### config.mk
export PLATFORM = sky130hd
export DESIGN_NAME = mul_share_arb
export DESIGN_NICKNAME = d
export VERILOG_FILES = /design/src/rtl/fma_pkg.sv /design/src/rtl/mul_tag_pipe.sv /design/src/rtl/mul_share_arb.sv
export SDC_FILE = /design/constraint.sdc
export NUM_CORES = 1
export LEC_CHECK = 0
export ABC_AREA = 1
export CAP_MARGIN = 20
export CORE_AREA = 2 2 259 261
export DETAILED_ROUTE_END_ITERATION = 8
export DIE_AREA = 0 0 261 263
export PLACE_DENSITY = 0.36
export SLEW_MARGIN = 20
export SYNTH_ARGS = -nofsm -noshare
export SYNTH_HDL_FRONTEND = slang
export SYNTH_SLANG_ARGS = --single-unit
### constraint.sdc
create_clock -name clk -period 2.3 [get_ports clk]
set_clock_uncertainty 0.15 [all_clocks]
set_input_delay 0.345 -clock clk [delete_from_list [all_inputs] [get_ports clk]]
set_output_delay 0.345 -clock clk [all_outputs]
set_load 0.01 [all_outputs]
### src/rtl/fma_pkg.sv
// Shared types and widths for the multiplier-sharing arbiter.
//   MUL_W / PROD_W : operand and product widths of one mul0 lane
//   mulit_t        : operand bundle for both lanes
//   mulot_t        : product bundle for both lanes
//   arb_state_e    : arbiter ownership state
//   tag_t          : in-flight ownership tag {valid, requester id}
package fma_pkg;

  localparam int unsigned MUL_W  = 27;
  localparam int unsigned PROD_W = 54;

  typedef struct packed {
    logic [MUL_W-1:0] a0;
    logic [MUL_W-1:0] b0;
    logic [MUL_W-1:0] a1;
    logic [MUL_W-1:0] b1;
  } mulit_t;

  typedef struct packed {
    logic [PROD_W-1:0] p0;
    logic [PROD_W-1:0] p1;
  } mulot_t;

  typedef enum logic [1:0] {
    IDLE = 2'd0,
    OWN0 = 2'd1,
    OWN1 = 2'd2
  } arb_state_e;

  typedef struct packed {
    logic v;
    logic id;
  } tag_t;

endpackage

### src/rtl/mul_tag_pipe.sv
// Ownership tag delay line matching the fixed multiplier latency.
//   clk     : clock
//   clr_n   : synchronous active-low clear of every stage
//   tag_in  : {issue, granted id} captured each cycle
//   tag_out : tag of the issue made MUL_LAT cycles ago
module mul_tag_pipe
  import fma_pkg::*;
#(
  parameter int unsigned MUL_LAT = 2
) (
  input  logic clk,
  input  logic clr_n,
  input  tag_t tag_in,
  output tag_t tag_out
);

  tag_t pipe [MUL_LAT];

  // Free-running shift; no stall path exists on the multipliers.
  always_ff @(posedge clk) begin
    if (!clr_n) begin
      for (int unsigned i = 0; i < MUL_LAT; i++) pipe[i] <= '0;
    end else begin
      pipe[0] <= tag_in;
      for (int unsigned i = 1; i < MUL_LAT; i++) pipe[i] <= pipe[i-1];
    end
  end

  assign tag_out = pipe[MUL_LAT-1];

endmodule

### src/rtl/mul_share_arb.sv
// Arbiter sharing the mul0 lane 0/1 multiplier pair between two requesters,
// with lock support for multi-cycle partial-product sequences and result
// steering through the fixed multiplier latency.
//   clk, reset              : clock, synchronous active-low reset
//   rN_valid/lock/ready     : requester handshake (ready is combinational)
//   rN_a0/b0/a1/b1          : requester operands
//   rN_rvalid, rN_p0/p1     : result return (products broadcast to both)
//   m_en, m_a0/b0/a1/b1     : issue to the multipliers
//   m_p0/p1                 : multiplier products
//   lock_timeout            : pulse in the forced-release cycle
module mul_share_arb
  import fma_pkg::*;
#(
  parameter int unsigned MUL_LAT = 2,
  parameter int unsigned LOCK_TO = 15
) (
  input  logic              clk,
  input  logic              reset,
  input  logic              r0_valid,
  input  logic              r0_lock,
  output logic              r0_ready,
  input  logic [MUL_W-1:0]  r0_a0,
  input  logic [MUL_W-1:0]  r0_b0,
  input  logic [MUL_W-1:0]  r0_a1,
  input  logic [MUL_W-1:0]  r0_b1,
  output logic              r0_rvalid,
  output logic [PROD_W-1:0] r0_p0,
  output logic [PROD_W-1:0] r0_p1,
  input  logic              r1_valid,
  input  logic              r1_lock,
  output logic              r1_ready,
  input  logic [MUL_W-1:0]  r1_a0,
  input  logic [MUL_W-1:0]  r1_b0,
  input  logic [MUL_W-1:0]  r1_a1,
  input  logic [MUL_W-1:0]  r1_b1,
  output logic              r1_rvalid,
  output logic [PROD_W-1:0] r1_p0,
  output logic [PROD_W-1:0] r1_p1,
  output logic              m_en,
  output logic [MUL_W-1:0]  m_a0,
  output logic [MUL_W-1:0]  m_b0,
  output logic [MUL_W-1:0]  m_a1,
  output logic [MUL_W-1:0]  m_b1,
  input  logic [PROD_W-1:0] m_p0,
  input  logic [PROD_W-1:0] m_p1,
  output logic              lock_timeout
);

  localparam int unsigned CNT_W = $clog2(LOCK_TO + 1);

  arb_state_e       state, state_nxt;
  logic [CNT_W-1:0] cnt, cnt_nxt;
  logic             rr_last, rr_nxt;
  logic             timeout_q, timeout_nxt;
  logic             gnt0, gnt1, issue, gnt_id, lock_sel;
  mulit_t           req0, req1, m_ops;
  mulot_t           res;
  tag_t             tag_in, tag_out;

  assign req0 = {r0_a0, r0_b0, r0_a1, r0_b1};
  assign req1 = {r1_a0, r1_b0, r1_a1, r1_b1};

  // State register; timeout_q is high exactly in the forced-release cycle.
  always_ff @(posedge clk) begin
    if (!reset) begin
      state     <= IDLE;
      cnt       <= '0;
      rr_last   <= 1'b1;
      timeout_q <= 1'b0;
    end else begin
      state     <= state_nxt;
      cnt       <= cnt_nxt;
      rr_last   <= rr_nxt;
      timeout_q <= timeout_nxt;
    end
  end

  // Grant and operand mux; the release cycle blocks the owner as well.
  always_comb begin
    gnt0 = 1'b0;
    gnt1 = 1'b0;
    if (reset) begin
      case (state)
        IDLE: begin
          if (r0_valid && (!r1_valid || rr_last)) gnt0 = 1'b1;
          else if (r1_valid)                      gnt1 = 1'b1;
        end
        OWN0:    gnt0 = r0_valid && !timeout_q;
        OWN1:    gnt1 = r1_valid && !timeout_q;
        default: ;
      endcase
    end
    issue    = gnt0 | gnt1;
    gnt_id   = gnt1;
    lock_sel = gnt1 ? r1_lock : r0_lock;
    m_ops    = gnt0 ? req0 : (gnt1 ? req1 : '0);
  end

  // Next-state: ownership, round-robin pointer and idle counter.
  always_comb begin
    state_nxt = state;
    cnt_nxt   = cnt;
    rr_nxt    = rr_last;
    case (state)
      IDLE: begin
        if (issue) begin
          rr_nxt  = gnt_id;
          cnt_nxt = '0;
          if (lock_sel) state_nxt = gnt_id ? OWN1 : OWN0;
        end
      end
      OWN0, OWN1: begin
        if (timeout_q) begin
          state_nxt = IDLE;
          cnt_nxt   = '0;
        end else if (issue) begin
          rr_nxt  = gnt_id;
          cnt_nxt = '0;
          if (!lock_sel) state_nxt = IDLE;
        end else begin
          cnt_nxt = cnt + CNT_W'(1);
        end
      end
      default: state_nxt = IDLE;
    endcase
    timeout_nxt = (state_nxt != IDLE) && (cnt_nxt == CNT_W'(LOCK_TO));
  end

  assign tag_in = {issue, gnt_id};

  mul_tag_pipe #(
    .MUL_LAT (MUL_LAT)
  ) u_tag_pipe (
    .clk     (clk),
    .clr_n   (reset),
    .tag_in  (tag_in),
    .tag_out (tag_out)
  );

  assign r0_ready     = gnt0;
  assign r1_ready     = gnt1;
  assign m_en         = issue;
  assign m_a0         = m_ops.a0;
  assign m_b0         = m_ops.b0;
  assign m_a1         = m_ops.a1;
  assign m_b1         = m_ops.b1;
  assign lock_timeout = reset & timeout_q;

  // Registered state lingers during the reset cycle, so gate it.
  assign r0_rvalid = reset & tag_out.v & ~tag_out.id;
  assign r1_rvalid = reset & tag_out.v & tag_out.id;

  assign res   = {m_p0, m_p1};
  assign r0_p0 = res.p0;
  assign r0_p1 = res.p1;
  assign r1_p0 = res.p0;
  assign r1_p1 = res.p1;

endmodule

==> results of run 1 <==
routing by layer:
metal  global-route usage [%]  wire length [um]  up-vias
met2                     14.5             14600      391
met3                     2.65              3150      111
met1                     7.27              9890     2264
met5                        0                 7        -
met4                     3.26              1830        2
li1                         -                 -     2370
critical path, cell delays in order (launching register included):
cell	delay (ns)
dfxtp_4	0.36
inv_4	0.07
ha_4	0.15
buf_6	0.10
nand2_4	0.05
nand2_4	0.09
nand2_8	0.07
inv_12	0.10
buf_12	0.16
buf_8	0.12
buf_6	0.11
nand3_1	0.07
nand2_1	0.06
buf_2	0.12
layout make-up:
| type | instances | area [sq um] | area share (%) |
|---|---|---|---|
| timing repair buffer | 466 | 4870 | 53.9 |
| antenna | 1 | 2.50 | 0.0277 |
| tap | 864 | 1080 | 12.0 |
| sequential | 12 | 245 | 2.72 |
| multi-input combinational | 397 | 2610 | 28.9 |
| clock buffer | 4 | 88.8 | 0.984 |
| inverter | 26 | 131 | 1.46 |
cell usage in the layout (no fill, tap or decap), types with 2 or more instances in the layout:
cell             Yosys  routed
buf_4              221      46
buf_8                0      13
clkbuf_16            0       5
dfxtp_1             12      10
nand3_1            115      24
o21ai_0              7       4
o21ai_2              0       3
buf_6                3      64
nand2_2              3      44
nor2_1               7       7
a21oi_1              3       3
nand2_4              2      13
nand3_2              0      74
buf_12               0      20
nand2_8              0       3
inv_4                0       2
inv_1               24      21
nand2_1            248     193
ha_4                 0       3
dlygate4sd2_1        0       4
ha_1                 5       2
nand3_4              0      17
buf_16               0      19
buf_2               29      77
clkdlybuf4s50_1      0     221
power breakdown:
| group | switching (mW) | total (mW) | internal [mW] |
|---|---|---|---|
| Combinational | 0.964 | 2.11 | 1.15 |
| Sequential | 0.00879 | 0.230 | 0.222 |
| Clock | 0.0975 | 0.361 | 0.263 |
registers in the layout, indices dropped and copies added (netlist names):
signal,flops
cnt,4
u_tag_pipe.pipe,4
state,2
rr_last,1
timeout_q,1
synth_stat cells:
cell type and instances:
o22ai_1 1, dfxtp_1 12, a21boi_0 1, a21oi_2 1
nand2_4 2, o211ai_1 1, nand3_1 115, nand2_2 3
buf_4 221, inv_2 2, ha_1 5, buf_2 29
nor2_4 1, a21oi_1 3, nand2_1 248, nor2_1 7
o21ai_0 7, xnor2_1 1, inv_1 24, buf_6 3
nand4_1 1
worst min-delay path by stage:
| stage | from | to | cells past startpoint |
|---|---|---|---|
| 3_5_place_dp | u_tag_pipe.pipe[0][1] | u_tag_pipe.pipe[0][3] | 2 |
| 4_1_cts | u_tag_pipe.pipe[0][1] | u_tag_pipe.pipe[0][3] | 2 |
| 3_3_place_gp | u_tag_pipe.pipe[0][1] | u_tag_pipe.pipe[0][3] | 2 |
| 2_1_floorplan | u_tag_pipe.pipe[0][0] | u_tag_pipe.pipe[0][2] | 2 |
| 6_report | u_tag_pipe.pipe[0][0] | u_tag_pipe.pipe[0][2] | 2 |
| 5_1_grt | u_tag_pipe.pipe[0][1] | u_tag_pipe.pipe[0][3] | 2 |
per-stage QoR:
stage | setup TNS (ns) | power [mW] | cells | worst slack (ns)
6_report | -3.12 | 2.70 | 1770 | -0.0995
5_1_grt | -11.23 | 2.88 | 1769 | -0.204
4_1_cts | -6.91 | 2.58 | 1757 | -0.195
3_5_place_dp | -56.76 | 1.69 | 1683 | -0.609
3_3_place_gp | -57.70 | 1.70 | 1683 | -0.635
2_1_floorplan | 0 | 1.09 | 688 | 0.296
what timing repair did:
| action | CTS | global route |
|---|---|---|
| endpoints found under the setup margin | 113 | 115 |
| pin swaps | 23 | 54 |
| gates resized for setup | 595 | 191 |
| hold endpoints to repair | 0 | 0 |
| cloned | 21 | 2 |
| setup buffers | 51 | 23 |
cell families after synthesis:
group	Yosys count	synth area share, %
AND/OR/NAND/NOR	377	40.6
buffers and inverters	279	49.4
AO/OA/AOI/OAI	14	2.04
flip-flops	12	6.13
adder cells (fa/ha/maj)	5	1.60
XOR/XNOR	1	0.224
==> run metrics, run 1 <==
DR vias=5138; insertion delay to the later sink of the worst-skew pair=0.24 ns; VDD IR max=0.216 mV; number of global-route vias before repair=5382; R2R cell count=15; Max Slew Vio Count=0; post-route setup slack=-0.0995 ns; vias per cell=2.90; synthesized net count=1023; Hold Vio Cnt, Final=0; FMAX=417 MHz; Pleak=3.89 nW; die extent in x=261 um; drt pass-1 iters=4; worst rel slew slack=84.9%; Post-CTS Hold Fix Bufs=0; All-Layer GR Usage=7.61%; Ports=660; Setup CP Type=reg -> out; share of the synthesized area in the top cell type=42.3%; I/O Buffers=335; setup violators final=57; number of max-cap violations=0; DRC Markers=0; clk sinks=12; worst-margin pin slew=0.225 ns; core area=0.0656 sq mm; CTS tree=built; share of cells above drive strength 1=45.4%; CP arrival=1.90 ns; die area=0.0686 sq mm; Setup crit end kind=output pin; minimum clock period=2.40 ns; CTS root buffer=clkbuf_16; Post-Synthesis Cell Area=0.00392 sq mm; RSZ-0062 raised after global routing=true; cell row count=94; Post-Route WL=29500 um; Yosys warning total=0; Hold Path Class=reg -> reg; Initial DRC Count=134; Synth-to-Final Area Change=130%; Placer Congestion=0.747; final instance area=0.00902 sq mm; status=complete, but fails checks; crit path launch type=register; top cells by area, synth=buf_4 42%, nand2_1 24%, nand3_1 15%; worst reg2reg endpoint=timeout_q; H-tree depth=1; chip height=263 um; Bufs on Longest Clock Path=2; failing checks=negative setup slack; R2R setup slack=0.09 ns; # fillers=7495; Synth area leader=buf_4; cts bufs inserted=3; Finished Core Util=13.8%; Starting Density=5.97%; wire per inst=16.7 um; Cells after Synth=688; nets=1241; Period Utilization, post-route=104%; count of cell types in the netlist=21; dpl cell area=0.00698 sq mm; DPL Wire Length=16700 um; CP Data Required Time=1.80 ns; first-pass GRT wire length=37000 um; R2R Path Start=state[0]; CP max FO=7; pin count of the biggest net entering global routing=23; initial antenna violation count=2; crit path from=state[0]; sequential-to-total area share from yosys stat=6.13%; final hold slack=0.264 ns; ANT nets after route=0; critical path endpoint=m_b0[11]; PD cells=299 mW/mm^2; flops & latches, synth=12; global route overflow=0; Syn Area/Cell=5.70 sq um; clk slew on worst S/H paths=0.05 ns
Note: power is estimated with default switching activity, not from simulation.
==> inputs of run 2 (changes only) <==
--- a/config.mk
+++ b/config.mk
@@ -6,7 +6,7 @@
 export NUM_CORES = 1
 export LEC_CHECK = 0
 export ABC_AREA = 1
-export CAP_MARGIN = 20
+export CAP_MARGIN = 10
 export CORE_AREA = 2 2 259 261
 export DETAILED_ROUTE_END_ITERATION = 8
 export DIE_AREA = 0 0 261 263
==> results of run 2 <==
Same layout as run 1: the final DEF is identical, and so are final timing and power.
